$ cat config.mk
export PLATFORM = sky130hd
export DESIGN_NAME = ifm_axis_buffer
export DESIGN_NICKNAME = d
export VERILOG_FILES = /design/src/rtl/ifm_axis_buffer.sv
export SDC_FILE = /design/constraint.sdc
export NUM_CORES = 2
export LEC_CHECK = 0
export ABC_AREA = 0
export BUFFER_PORTS_ARGS = -buffer_cell sky130_fd_sc_hd__buf_2
export CAP_MARGIN = 20
export CORE_AREA = 4 4 413 415
export DETAILED_ROUTE_END_ITERATION = 16
export DIE_AREA = 0 0 417 419
export PLACE_DENSITY_LB_ADDON = 0.05
export SYNTH_ARGS = -nofsm -noshare
export SYNTH_HDL_FRONTEND = slang
export SYNTH_SLANG_ARGS = --single-unit
$ cat constraint.sdc
create_clock -name clk -period 22.2 [get_ports clk]
set_clock_uncertainty 0.1 [all_clocks]
set_input_delay 3.33 -clock clk [delete_from_list [all_inputs] [get_ports clk]]
set_output_delay 3.33 -clock clk [all_outputs]
set_load 0.02 [all_outputs]
$ cat src/rtl/ifm_axis_buffer.sv
// AXI4-Stream ingress buffer for the IFM word parser: show-ahead FIFO plus per-job word accounting.
// Optional build macro TLAST_CHECK_EN adds the sticky tlast_err port.
module ifm_axis_buffer #(
  parameter int unsigned IN_W  = 512,
  parameter int unsigned DEPTH = 4,
  parameter int unsigned CNT_W = 16
) (
  input  logic             clk,
  input  logic             rst,
  input  logic             conv_start,
  input  logic [CNT_W-1:0] total_words,
  input  logic [IN_W-1:0]  s_axis_tdata,
  input  logic             s_axis_tvalid,
  output logic             s_axis_tready,
  input  logic             s_axis_tlast,
  input  logic             input_req,
  output logic [IN_W-1:0]  fm,
  output logic             fm_valid,
  output logic             init_word,
  output logic             busy,
  output logic             done,
  output logic             underflow_err
`ifdef TLAST_CHECK_EN
  ,
  output logic             tlast_err
`endif
);

  localparam int unsigned AW = $clog2(DEPTH);

  localparam logic [1:0] IDLE   = 2'd0;
  localparam logic [1:0] PRIME  = 2'd1;
  localparam logic [1:0] STREAM = 2'd2;
  localparam logic [1:0] DONE   = 2'd3;

  logic [1:0]       r_state;
  logic [CNT_W-1:0] r_tot;
  logic [CNT_W-1:0] r_words_in;
  logic [CNT_W-1:0] r_words_out;
  logic [AW:0]      r_wr_ptr;
  logic [AW:0]      r_rd_ptr;
  logic [IN_W-1:0]  r_mem [DEPTH];
  logic             r_init;
  logic             r_done;
  logic             r_underflow;

  logic             w_empty;
  logic             w_full;
  logic             w_busy;
  logic             w_push;
  logic             w_pop;
  logic             w_start;
  logic [CNT_W-1:0] w_in_next;
  logic [CNT_W-1:0] w_out_next;

  // Extra pointer MSB distinguishes full from empty when the index bits match.
  assign w_empty    = (r_wr_ptr == r_rd_ptr);
  assign w_full     = (r_wr_ptr[AW] != r_rd_ptr[AW]) &&
                      (r_wr_ptr[AW-1:0] == r_rd_ptr[AW-1:0]);
  assign w_busy     = (r_state == PRIME) || (r_state == STREAM);
  assign w_in_next  = r_words_in + CNT_W'(1);
  assign w_out_next = r_words_out + CNT_W'(1);

  assign s_axis_tready = w_busy && !w_full && (r_words_in < r_tot);
  assign w_push        = s_axis_tvalid && s_axis_tready;
  assign w_pop         = w_busy && input_req && !w_empty;
  assign w_start       = (r_state == IDLE) && conv_start;

  assign fm            = w_empty ? '0 : r_mem[r_rd_ptr[AW-1:0]];
  assign fm_valid      = !w_empty;
  assign busy          = w_busy;
  assign done          = r_done;
  assign init_word     = r_init;
  assign underflow_err = r_underflow;

  always_ff @(posedge clk) begin
    if (w_push) begin
      r_mem[r_wr_ptr[AW-1:0]] <= s_axis_tdata;
    end
  end

  always_ff @(posedge clk) begin
    if (rst) begin
      r_state     <= IDLE;
      r_tot       <= '0;
      r_words_in  <= '0;
      r_words_out <= '0;
      r_wr_ptr    <= '0;
      r_rd_ptr    <= '0;
      r_init      <= 1'b0;
      r_done      <= 1'b0;
      r_underflow <= 1'b0;
    end else begin
      r_init <= w_push && (r_state == PRIME);
      r_done <= (r_state == DONE);

      if (w_push) r_wr_ptr <= r_wr_ptr + 1'b1;
      if (w_pop)  r_rd_ptr <= r_rd_ptr + 1'b1;

      if (w_start) begin
        r_tot       <= total_words;
        r_words_in  <= '0;
        r_words_out <= '0;
      end else begin
        if (w_push) r_words_in  <= w_in_next;
        if (w_pop)  r_words_out <= w_out_next;
      end

      if (w_start) begin
        r_underflow <= 1'b0;
      end else if (w_busy && input_req && w_empty) begin
        r_underflow <= 1'b1;
      end

      case (r_state)
        IDLE:    if (conv_start) r_state <= (total_words == '0) ? DONE : PRIME;
        PRIME:   if (w_push) r_state <= STREAM;
        STREAM:  if (w_pop && (w_out_next == r_tot)) r_state <= DONE;
        DONE:    r_state <= IDLE;
        default: r_state <= IDLE;
      endcase
    end
  end

`ifdef TLAST_CHECK_EN
  logic r_tlast_err;

  assign tlast_err = r_tlast_err;

  // tlast must mark exactly the job's final accepted beat.
  always_ff @(posedge clk) begin
    if (rst) begin
      r_tlast_err <= 1'b0;
    end else if (w_start) begin
      r_tlast_err <= 1'b0;
    end else if (w_push && (s_axis_tlast != (w_in_next == r_tot))) begin
      r_tlast_err <= 1'b1;
    end
  end
`else
  logic w_unused_tlast;

  assign w_unused_tlast = s_axis_tlast;
`endif

endmodule

Word-level counts from Yosys, hierarchy flattened --
Memories as Yosys holds them, arrays and structs flattened. A register that Yosys moved wholly into a read port is not among the register bits. Index checks and enable logic that the tools add are counted.
Storage, ports and cells: memories 1, RAM bits 2048, flip-flop bits (word level) 59, logic and storage cells 52
Memory list:
- r_mem | words 4, width 512, rd ports 1, clocked after memory_dff 1, write ports 1, RTL line 42 | logic [IN_W-1:0] r_mem [DEPTH];
Cells by class: reduce and logical (&&, ||, !) cells 17, equal/unequal tests 10, magnitude comparators 1, mux-type cells 10, $add $sub $neg 4
Operator list (number):
- 2-to-1 mux 512 bit | 1
- adder 16 x 1 -> 16 bit, second input constant | 2
- == test 16 bit | 1
- logical NOT 16 bit | 1
- < comparator 16 bit | 1
- 2-to-1 mux 2 bit | 6
- logical AND 1 bit | 10
- one-hot mux 2 bit (4 select lines) | 1
- adder 3 x 1 -> 3 bit, second input constant | 2
- == test 2 bit, second input constant | 2
- inequality test 2 bit, second input constant | 2
- == test 3 bit | 1
- AND reduction 3 bit | 1
- == test 2 x 1 -> 1 bit, second input constant | 1
- == test 2 bit | 1
- logical NOT 1 bit | 2
- logical NOT 2 bit | 1
- 2-to-1 mux 1 bit | 2
- inequality test 2 x 1 -> 1 bit, second input constant | 1
- OR reduction 2 bit | 1
- logical OR 1 bit | 1
- inequality test 1 bit | 1

Longest topological paths before layout --
depth after elaboration 8, gate-level depth with buffers 10

Least setup slack after synthesis --
OpenSTA, ideal clock, no wires.
path type input port to flip-flop, from in s_axis_tvalid, to mem r_mem[0][0], enable pin, cell stages on the path 6, path slack 5.439 ns, required time 21.155 ns, arrival 15.715 ns, library setup time 0.945 ns, path buffers 1, cells stage by stage nand3b_1 -> a21oi_1 -> o211ai_1 -> o21ba_2 -> buf_2 -> and2_1
On the way: word-level cells in the longest chain between the ends 3
Ends and longest elaborated chain:
- from (decl) | RTL line 13 | input logic s_axis_tvalid,
- logical AND 1 bit | RTL line 65 | assign w_push = s_axis_tvalid && s_axis_tready;
- 2-to-1 mux 1 bit | RTL line 77 | if (w_push) begin
- 2-to-1 mux 1 bit (implied by the code) | RTL line 78 | r_mem[r_wr_ptr[AW-1:0]] <= s_axis_tdata;
- to (decl) | RTL line 42
No other way between the ends.

==> flow_metrics.tcl <==
set metrics [dict create \
    syn_area_per_cell_sq_um 21.9 \
    synth_simple_gate_area_frac 0.0514 \
    drive_above_1_share 0.385 \
    synth_seq_cells 2109 \
    swShare 0.278 \
    stdcell_count 7268 \
    dp_hpwl_microns 130000 \
    hold_viol_final 0 \
    leakagePower_nw 32.4 \
    tightest_slew_ns 1.06 \
    synth_area_leaders "edfxtp_1, mux4_2, and2_1, dfxtp_1, clkbuf_1" \
    synth_mux_area_frac 0.144 \
    critPathMostFrequentCell "buf_4" \
    finalMaxSlewViolations 0 \
    grt.met1_usage 0.268 \
    routed_wl_microns 203000 \
    drc_errors 0 \
    synth_flop_cell "edfxtp_1" \
    seqPwrFrac 0.466 \
    required_ns 18.77 \
    setup_viol 0 \
    post-cts-setup-buffers 0 \
    slowest_stage "buf_4" \
    power_switching_w 0.00284 \
    syn_inst 3682 \
    hp-class "reg -> reg" \
    grt_max_degree 137 \
    vias 39992 \
    nFillCells 12806 \
    syn_area_sq_mm 0.0805 \
    post_cts_resize_count 0 \
    cp_cell_sequence "buf_12, buf_4, buf_4, buf_4, mux4_2, and2_1, buf_2" \
    syn_to_final_growth_pct 18.3 \
    grt_pass1_wl_microns 290000 \
    synthAdderAreaFrac 0.00435 \
    fmax_mhz 110 \
    yosysWarnings 0 \
    htreeDepth 4 \
    synth-edff-count 2048 \
    initial_core_util 0.483 \
    clockBufferDepth 3 \
    ys_seq_area_frac 0.779 \
    cp.buffers_inverters 5 \
    io_pins 1052 \
    postRouteAntennaNets 0 \
    crit_family "buffers and inverters" \
    min_to "underflow_err" \
    synthArstFlopShare 0 \
    cts_tree "yes" \
    io_buffers 1050 \
    clk_pin_slew_worst_paths_ns 0.06 \
    die-width_microns 417 \
    wl_per_cell_microns 27.9 \
    p_per_area_mw_per_mm2 107 \
    syn_nets 4244 \
    clock_latency_ns 0.82 \
    cp.arrival_ns 5.67 \
    max-cap-violations 0 \
    fin_setup_tns_ns 0 \
    hold_buffers 0 \
    ir_drop_v 0.0000763 \
    grt_pass1_vias 41071 \
    crit_type "reg -> out" \
    grt_usage 0.231 \
    run_status "complete, no violations" \
    timing.hold.ws_ns 0.373 \
    cts.sinks 2109 \
    timing.final.crit_share 0.410 \
    fp.coreArea_sq_mm 0.167 \
    dieArea_sq_mm 0.175 \
    drt_iter0_markers 2888 \
    place_congestion 0.776 \
    endpoint_kind "output pin" \
    postLayoutCoreUtil 0.572 \
    start_kind "register" \
    rsz0062_at_grt "false" \
    crit_cells 7 \
    synth.distinct_cells 56 \
    fin_area_sq_mm 0.0953 \
    internal-power_w 0.00737 \
    synth_top_family_by_area "multiplexers" \
    synth-compound-area-share 0.00510 \
    yosysTopAreaCellShare 0.764 \
    min_from "underflow_err" \
    grt_most_used_layer "met2" \
    met2_usage 0.380 \
    antenna_found_initial 172 \
    yosysTopAreaCell "edfxtp_1" \
    combPwrFrac 0.196 \
    overflow 0 \
    dpl_cell_area_sq_mm 0.0883 \
    crit_fanout 101 \
    rows 150 \
    pwr-share-clk 0.338 \
    reg2reg_slack_ns 15.96 \
    via_per_inst 5.50 \
    nets 5363 \
    r2r.worst_path.cells 10 \
    dr.pass1.iters 5 \
    whs_path_depth 2 \
    root_buffer "clkbuf_16" \
    cts_buffers 214 \
    synth_xor_area_frac 0.00587 \
    r2r-start "r_tot[1]" \
    r2r_end "r_mem[0][288]" \
    period_minus_slack_ns 9.10 \
    die_y_microns 419 \
    place_inst 6789 \
    cp_slowest_stage_delay_ns 0.80 \
    max_slew_margin 0.294 \
    use_met3 0.0694 \
]
## sequential cells by signal, indices dropped and copies added (netlist names), named ones only
name	cells
r_words_in	16
init_word	1
underflow_err	1
r_state	2
r_mem	2048
done	1
r_words_out	16
r_wr_ptr	3
r_tot	16
r_rd_ptr	3
## how the worst max path moves through the flow
stage                    endpoint  slack [ns]
floorplan             r_mem[0][0]        5.44
global placement    r_mem[0][283]       13.45
detailed placement  r_mem[0][299]       13.49
CTS                       fm[242]       12.75
global route              fm[242]       12.47
finish                    fm[287]       13.10
## worst min-delay path: stages, from the launching register on
cell     delay [ns]
dfxtp_1        0.33
a21oi_1        0.04
nor2_1         0.07
## final cells by class
class                   count  area [sq um]  share of cell area
well taps                2204          2760              0.0289
inverters                  24          97.6             0.00102
multi-input cells        1355         17000               0.178
clock buffers             281          5800              0.0609
flip-flops and latches   2109         62700               0.658
clock inverters           114           938             0.00985
repair buffers           1097          5770              0.0606
diodes                     84           210             0.00221
## synthesized netlist by cell type, types with 2 or more instances
master and count:
a21o_1 3, a21oi_1 29, and2_1 520, and3_1 6
and4_1 3, buf_1 31, buf_2 31, clkbuf_1 131
dfxtp_1 61, edfxtp_1 2048, ha_1 28, inv_1 23
mux2i_1 5, mux4_2 512, nand2_1 53, nand2b_1 3
nand3_1 7, nand3b_1 2, nand4_1 22, nor2_1 40
nor3_1 10, nor4_1 9, o211ai_1 3, o21a_1 3
o21ai_0 10, o221ai_1 2, or3_1 5, or3_2 2
xnor2_1 20, xor2_1 34
## cell families after synthesis
group,Yosys count
flip-flops,2109
AND/OR/NAND/NOR,692
multiplexers,517
buffers and inverters,218
AO/OA/AOI/OAI,64
XOR/XNOR,54
adder cells (fa/ha/maj),28
## metal layers
metal | vias up | routed length, microns | part of all wire
li1 | 17344 | - | -
met1 | 20825 | 73300 | 0.36
met2 | 1256 | 103000 | 0.51
met3 | 527 | 14000 | 0.069
met4 | 40 | 12400 | 0.061
met5 | - | 223 | 0.0011
## layout by cell type (no fill, tap or decap), drive strengths merged, types with 2 or more instances in the layout
master	netlist	layout
nand2	53	53
buf	62	1097
a211oi	2	2
a21o	3	3
or3	8	8
clkinv	0	89
o211ai	3	3
xnor2	20	20
and4	4	4
edfxtp	2048	2048
bufinv	0	14
inv	24	31
dfxtp	61	61
xor2	34	34
nand3b	2	2
nand3	7	7
mux4	512	512
nor3	10	10
diode	0	84
o221ai	2	2
and2	520	520
clkbuf	132	281
a21oi	29	29
mux2i	5	5
nand4	23	23
nor2	40	40
nor4	10	10
ha	28	28
nand2b	3	3
clkinvlp	0	4
o21a	3	3
a2111oi	2	2
and3	6	6
o21ai	10	10
## power by group through the flow
| stage | Clock [W] | Sequential (W) | Combinational (W) |
|---|---|---|---|
| after global routing | 0.00373 | 0.00477 | 0.00214 |
| after detailed placement | 0 | 0.00484 | 0.00205 |
| after CTS | 0.00355 | 0.00476 | 0.00206 |
| final | 0.00345 | 0.00475 | 0.00200 |
| after global placement | 0 | 0.00483 | 0.00205 |
| after floorplan | 0 | 0.00500 | 0.00120 |
## per-stage QoR
stage                     worst slack, ns  power (W)
after floorplan                      5.44    0.00620
after global placement              13.45    0.00688
after detailed placement            13.49    0.00689
after CTS                           12.75     0.0104
after global routing                12.47     0.0106
final                               13.10     0.0102
No activity file was read; power rests on OpenSTA's default activity.
